## src/rtl/seg7_scan_decoder.sv

```systemverilog
// Samples a scanned 4-digit 7-segment display and rebuilds the shown digits as BCD nibbles.
// Optional macro DECODE_HEX_EN adds A..F glyph decoding.
module seg7_scan_decoder #(
    parameter int STABLE_CYCLES  = 1000,
    parameter int TIMEOUT_CYCLES = 2000000
) (
    input  logic        clk,
    input  logic        rst_n,
    input  logic [3:0]  digits,
    input  logic [7:0]  segments,
    output logic [15:0] value,
    output logic [3:0]  digit_ok,
    output logic        frame_valid,
    output logic        frame_pulse,
    output logic        sel_err
);
    localparam int SCW = $clog2(STABLE_CYCLES + 1);
    localparam int TOW = $clog2(TIMEOUT_CYCLES + 1);

    typedef enum logic [1:0] {IDLE, SETTLE, HOLD} state_t;

    state_t         state_reg, state_next;
    logic [3:0]     dig_meta_reg, dig_sync_reg, sel_last_reg;
    logic [6:0]     seg_meta_reg, seg_sync_reg, seg_last_reg;
    logic [1:0]     idx_reg, idx_next;
    logic [SCW-1:0] cnt_reg, cnt_next;
    logic [TOW-1:0] tcnt_reg;
    logic [3:0]     mask_reg;
    logic [3:0]     shadow_reg [4];
    logic [3:0]     shadow_ok_reg;
    logic           publish_reg;
    logic [15:0]    value_reg;
    logic [3:0]     digit_ok_reg;
    logic           frame_valid_reg, frame_pulse_reg, sel_err_reg;

    logic           sel_legal, sel_blank, sel_illegal, sel_changed, seg_changed;
    logic [1:0]     sel_idx;
    logic [3:0]     glyph_nib;
    logic           glyph_ok;
    logic           capture;
    logic           unused_dp;

    assign unused_dp = segments[7];

    always_ff @(posedge clk) begin
        if (!rst_n) begin
            dig_meta_reg <= 4'hF;
            dig_sync_reg <= 4'hF;
            sel_last_reg <= 4'hF;
            seg_meta_reg <= '0;
            seg_sync_reg <= '0;
            seg_last_reg <= '0;
        end else begin
            dig_meta_reg <= digits;
            dig_sync_reg <= dig_meta_reg;
            sel_last_reg <= dig_sync_reg;
            seg_meta_reg <= segments[6:0];
            seg_sync_reg <= seg_meta_reg;
            seg_last_reg <= seg_sync_reg;
        end
    end

    always_comb begin
        sel_legal = 1'b0;
        sel_blank = 1'b0;
        sel_idx   = 2'd0;
        case (dig_sync_reg)
            4'b1110: begin sel_legal = 1'b1; sel_idx = 2'd0; end
            4'b1101: begin sel_legal = 1'b1; sel_idx = 2'd1; end
            4'b1011: begin sel_legal = 1'b1; sel_idx = 2'd2; end
            4'b0111: begin sel_legal = 1'b1; sel_idx = 2'd3; end
            4'b1111: sel_blank = 1'b1;
            default: ;
        endcase
    end

    assign sel_illegal = !sel_legal && !sel_blank;
    assign sel_changed = (dig_sync_reg != sel_last_reg);
    assign seg_changed = (seg_sync_reg != seg_last_reg);

    always_comb begin
        glyph_nib = 4'hF;
        glyph_ok  = 1'b1;
        case (seg_sync_reg)
            7'h3F: glyph_nib = 4'h0;
            7'h06: glyph_nib = 4'h1;
            7'h5B: glyph_nib = 4'h2;
            7'h4F: glyph_nib = 4'h3;
            7'h66: glyph_nib = 4'h4;
            7'h6D: glyph_nib = 4'h5;
            7'h7D: glyph_nib = 4'h6;
            7'h07: glyph_nib = 4'h7;
            7'h7F: glyph_nib = 4'h8;
            7'h6F: glyph_nib = 4'h9;
`ifdef DECODE_HEX_EN
            7'h77: glyph_nib = 4'hA;
            7'h7C: glyph_nib = 4'hB;
            7'h39: glyph_nib = 4'hC;
            7'h5E: glyph_nib = 4'hD;
            7'h79: glyph_nib = 4'hE;
            7'h71: glyph_nib = 4'hF;
`endif
            default: begin
                glyph_nib = 4'hF;
                glyph_ok  = 1'b0;
            end
        endcase
    end

    // Any select change leaves the current digit: re-arm on a new legal index, otherwise idle.
    always_comb begin
        state_next = state_reg;
        idx_next   = idx_reg;
        cnt_next   = cnt_reg;
        capture    = 1'b0;
        case (state_reg)
            IDLE: begin
                if (sel_legal) begin
                    state_next = SETTLE;
                    idx_next   = sel_idx;
                    cnt_next   = '0;
                end
            end
            SETTLE: begin
                if (sel_changed) begin
                    cnt_next = '0;
                    if (sel_legal) begin
                        idx_next = sel_idx;
                    end else begin
                        state_next = IDLE;
                    end
                end else if (seg_changed) begin
                    cnt_next = '0;
                end else if (cnt_reg == SCW'(STABLE_CYCLES - 1)) begin
                    capture    = 1'b1;
                    state_next = HOLD;
                    cnt_next   = '0;
                end else begin
                    cnt_next = cnt_reg + 1'b1;
                end
            end
            HOLD: begin
                if (sel_changed) begin
                    cnt_next = '0;
                    if (sel_legal) begin
                        state_next = SETTLE;
                        idx_next   = sel_idx;
                    end else begin
                        state_next = IDLE;
                    end
                end
            end
            default: state_next = IDLE;
        endcase
    end

    always_ff @(posedge clk) begin
        if (!rst_n) begin
            state_reg <= IDLE;
            idx_reg   <= '0;
            cnt_reg   <= '0;
        end else begin
            state_reg <= state_next;
            idx_reg   <= idx_next;
            cnt_reg   <= cnt_next;
        end
    end

    genvar gi;
    generate
        for (gi = 0; gi < 4; gi++) begin : g_shadow
            always_ff @(posedge clk) begin
                if (!rst_n) begin
                    shadow_reg[gi]    <= '0;
                    shadow_ok_reg[gi] <= 1'b0;
                end else if (capture && idx_reg == 2'(gi)) begin
                    shadow_reg[gi]    <= glyph_nib;
                    shadow_ok_reg[gi] <= glyph_ok;
                end
            end
        end
    endgenerate

    // Digit 3 closes a frame; it is published only if digits 0..2 were all captured since the last close.
    always_ff @(posedge clk) begin
        if (!rst_n) begin
            mask_reg        <= '0;
            publish_reg     <= 1'b0;
            tcnt_reg        <= '0;
            value_reg       <= '0;
            digit_ok_reg    <= '0;
            frame_valid_reg <= 1'b0;
            frame_pulse_reg <= 1'b0;
            sel_err_reg     <= 1'b0;
        end else begin
            publish_reg     <= 1'b0;
            frame_pulse_reg <= publish_reg;
            sel_err_reg     <= sel_illegal && sel_changed;
            if (capture) begin
                if (idx_reg == 2'd3) begin
                    mask_reg    <= '0;
                    publish_reg <= &mask_reg[2:0];
                end else begin
                    mask_reg[idx_reg] <= 1'b1;
                end
            end
            if (capture) begin
                tcnt_reg <= '0;
            end else if (tcnt_reg != TOW'(TIMEOUT_CYCLES - 1)) begin
                tcnt_reg <= tcnt_reg + 1'b1;
            end
            if (publish_reg) begin
                value_reg       <= {shadow_reg[3], shadow_reg[2], shadow_reg[1], shadow_reg[0]};
                digit_ok_reg    <= shadow_ok_reg;
                frame_valid_reg <= 1'b1;
            end else if (!capture && tcnt_reg == TOW'(TIMEOUT_CYCLES - 1)) begin
                frame_valid_reg <= 1'b0;
            end
        end
    end

    assign value       = value_reg;
    assign digit_ok    = digit_ok_reg;
    assign frame_valid = frame_valid_reg;
    assign frame_pulse = frame_pulse_reg;
    assign sel_err     = sel_err_reg;
endmodule
```

## config.mk

```make
export PLATFORM = sky130hd
export DESIGN_NAME = seg7_scan_decoder
export DESIGN_NICKNAME = d
export VERILOG_FILES = /design/src/rtl/seg7_scan_decoder.sv
export SDC_FILE = /design/constraint.sdc
export NUM_CORES = 1
export LEC_CHECK = 0
export CORE_MARGIN = 3
export CORE_UTILIZATION = 62
export DETAILED_ROUTE_END_ITERATION = 6
export HOLD_SLACK_MARGIN = 0.15
export PLACE_DENSITY = 0.84
export SYNTH_ARGS = -nofsm -noshare
export SYNTH_HDL_FRONTEND = slang
export SYNTH_SLANG_ARGS = --single-unit
```

## constraint.sdc

```tcl
create_clock -name clk -period 4.15 [get_ports clk]
set_clock_uncertainty 0.15 [all_clocks]
set_input_delay 0.83 -clock clk [delete_from_list [all_inputs] [get_ports clk]]
set_output_delay 0.83 -clock clk [all_outputs]
set_load 0.05 [all_outputs]
```

==> flow_metrics.py <==
metrics = {
    "hold_path": {
        "whs_endpoint": "dig_sync_reg[1]$_SDFF_PN1_",
        "hold_class": "register to register",
        "holdCritStartpoint": "dig_meta_reg[1]$_SDFF_PN1_",
        "hold_depth": 1,
    },
    "placement": {
        "hpwl_um": 6320,
        "dp_cells": 615,
        "gp_congestion": 0.863,
        "port_buffers": 35,
    },
    "power_and_ir_drop": {
        "p_sw_w": 0.000636,
        "clkPwrFrac_pct": 51.4,
        "p_sw_share_pct": 23.5,
        "power.leakage_nw": 2.11,
        "vdd_drop_max_v": 0.000346,
        "power_frac_seq_pct": 43.5,
        "power_frac_comb_pct": 5.1,
        "internal_power_w": 0.00207,
        "p_per_area_nw_per_um2": 460,
    },
    "drt": {
        "viasPerCell": 5.95,
        "drcViolationCount": 0,
        "routed-via-count": 3851,
        "routed_wl_um": 10400,
        "firstDrtPassIters": 5,
        "drt-wirelength-per-cell_um": 16.1,
        "antenna_left": 0,
        "drt_first_iter_violations": 239,
    },
    "sta": {
        "fmax_mhz": 374,
        "rsz0062_at_grt": "false",
        "final_max_slew_viol_count": 0,
        "setup_violations": 0,
        "period_share_pct": 64.4,
        "fin_setup_tns_ns": 0,
        "worst_pin_slew_ns": 1.22,
        "fin_crit_ns": 2.67,
        "max_slew_margin_pct": 18.8,
        "hold_viol_final": 0,
    },
    "worst_setup_path": {
        "critPathCaptureType": "output port",
        "cp-start-kind": "register",
        "r2r_slack_ns": 1.56,
        "worstPathMaxFanout": 2,
        "r2r_cells": 5,
        "timing.rr.start": "seg_sync_reg[5]$_SDFF_PN0_",
        "cp.required_ns": 3.17,
        "critical_path.max_stage_delay_ns": 0.82,
        "path_cells": "clkdlybuf4s50_1",
        "path_depth": 1,
        "crit_slowest_cell": "clkdlybuf4s50_1",
        "worst-endpoint-arrival_ns": 1.69,
        "cp_num_buf_inv": 1,
        "r2r_end": "tcnt_reg[7]$_SDFFE_PP0P_",
        "path_delay_family": "buffers and inverters",
        "path_class": "register to output port",
    },
    "synth": {
        "ys_seq_elements": 115,
        "seq_area_frac_synth_pct": 49.7,
        "async_flop_share_pct": 0,
        "syn_avg_cell_area_um2": 9.74,
        "synth_nets": 529,
        "syn-cell-area_um2": 4960,
        "synth_cell_type_count": 61,
        "synth_edf_count": 16,
        "synthFlopType": "dfxtp_1",
        "syn_inst": 509,
        "yosysWarnings": 0,
    },
    "die": {
        "core_area_um2": 7490,
        "fp.dieW_um": 95.4,
        "start_util_pct": 66.2,
        "rows": 31,
        "num_io_pins": 37,
        "die-area_um2": 9110,
        "chipHeight_um": 95.4,
    },
    "global_route": {
        "grt_use_total_pct": 24.0,
        "first_global_vias": 3567,
        "grt_start_max_net_pins": 40,
        "overflow": 0,
        "gr-usage-met1_pct": 28.4,
        "grt_first_pass_wirelength_um": 16900,
        "grt_busiest_layer": "met2",
        "antenna_found_initial": 0,
        "grt_use_met2_pct": 41.6,
        "gr-usage-met3_pct": 7.02,
    },
    "clock_network": {
        "cts_root_buf": "clkbuf_8",
        "cts_buffers": 17,
        "ctsHoldBuffers": 0,
        "h-tree-depth": 4,
        "cts_num_sinks": 115,
        "cts.path.max_buffers": 2,
        "cts_resized": 0,
        "clk_latency_ns": 0.51,
        "cts_setup_buffers": 0,
        "clkSlewWorstSetupHoldPaths_ns": 0.06,
        "cts_tree": "done",
    },
    "final_layout": {
        "stdcell_count": 647,
        "layout.nets": 555,
        "area_delta_synth_final_pct": 18.6,
        "antennaDiodeCount": 0,
        "drive_gt1_share_pct": 8.21,
        "largest_reg_flops": 21,
    },
    "flow_run": {
        "drv_cap": 0,
    },
    "run_status": {
        "status": "complete, no violations",
    },
}
## how the worst max path moves through the flow
stage                                      to                       start  slack, ns
global route         tcnt_reg[8]$_SDFFE_PP0P_  seg_sync_reg[5]$_SDFF_PN0_       1.34
finish                            frame_valid    frame_valid$_SDFFE_PN0P_       1.48
CTS                               frame_valid    frame_valid$_SDFFE_PN0P_       1.47
floorplan             cnt_reg[2]$_SDFFE_PN0P_  seg_sync_reg[0]$_SDFF_PN0_       2.04
detailed placement  state_reg[0]$_SDFFE_PN0P_                       rst_n       1.34
global placement    state_reg[0]$_SDFFE_PN0P_                       rst_n       1.33
## metrics by stage
stage	setup slack [ns]	utilization [%]	cell area, um^2	hold slack (ns)	total power, W
2_1_floorplan	2.04	-	4960	0.236	0.00130
3_3_place_gp	1.33	71.0	5310	0.238	0.00133
3_5_place_dp	1.34	71.0	5310	0.246	0.00133
4_1_cts	1.47	78.5	5880	0.259	0.00271
5_1_grt	1.34	78.5	5880	0.272	0.00278
6_report	1.48	78.5	5880	0.255	0.00270
## cells in the mapped netlist, types with 5 or more instances
library cell | number | area share [%]
dfxtp_1 | 99 | 40
nor2_1 | 60 | 4.5
mux2i_1 | 25 | 5.0
nand2_1 | 23 | 1.7
nand3_1 | 22 | 2.2
and2_1 | 20 | 2.5
nor3_1 | 20 | 2.0
inv_1 | 18 | 1.4
clkbuf_1 | 17 | 1.3
xor2_1 | 17 | 3.0
edfxtp_1 | 16 | 9.7
nand2b_1 | 16 | 2.0
xnor2_1 | 15 | 2.6
o21ai_0 | 10 | 1.0
nand4_1 | 9 | 1.1
a21oi_1 | 8 | 0.81
and3_1 | 8 | 1.0
buf_2 | 8 | 0.81
o31ai_1 | 8 | 1.2
or4_1 | 7 | 1.1
a211oi_1 | 6 | 0.91
and4_1 | 6 | 1.1
ha_1 | 6 | 1.5
or3_1 | 6 | 0.76
a211oi_2 | 5 | 1.3
## placed cells by master (no fill, tap or decap), drive strengths merged, types with 9 or more instances in the layout
master,count
nand2,23
nor2,60
nand2b,16
dfxtp,99
a211oi,12
xnor2,15
clkdlybuf4s50,35
nand3,22
xor2,17
edfxtp,16
clkbuf,17
mux2i,25
inv,24
and2,20
o21ai,10
nand4,9
nor3,20
## power by group through the flow
stage          registers, W  logic [W]  clock network [W]
5_1_grt             0.00118   0.000152            0.00145
4_1_cts             0.00118   0.000137            0.00139
3_3_place_gp        0.00120   0.000130                  0
3_5_place_dp        0.00120   0.000135                  0
6_report            0.00118   0.000138            0.00139
2_1_floorplan       0.00119   0.000113                  0
## cell families (layout without fill, tap and decap cells)
| logic type | count (synthesis) | in the layout | synth area share (%) |
|---|---|---|---|
| muxes | 27 | 27 | 5.50 |
| DFF | 115 | 115 | 49.7 |
| adders and majority gates | 6 | 6 | 1.51 |
| and+or+nand+nor | 218 | 218 | 23.9 |
| AOI/OAI and AO/OA | 62 | 62 | 9.54 |
| xor gates and xnor gates | 32 | 32 | 5.65 |
| buffers and inverters | 49 | 88 | 4.26 |
## cell type report
class | count | area [um^2]
Sequential cell | 115 | 2460
Multi-Input combinational cell | 345 | 2280
Fill cell | 482 | 1610
Clock inverter | 15 | 154
Clock buffer | 17 | 414
Inverter | 18 | 67.6
Tap cell | 99 | 124
Timing Repair Buffer | 38 | 373
## per-layer routing
metal	vias up	share of wire, %
met4	0	2.3
met1	1838	41
met2	131	52
met5	-	0
li1	1853	-
met3	29	5.4
Note: power is estimated with default switching activity, not from simulation.
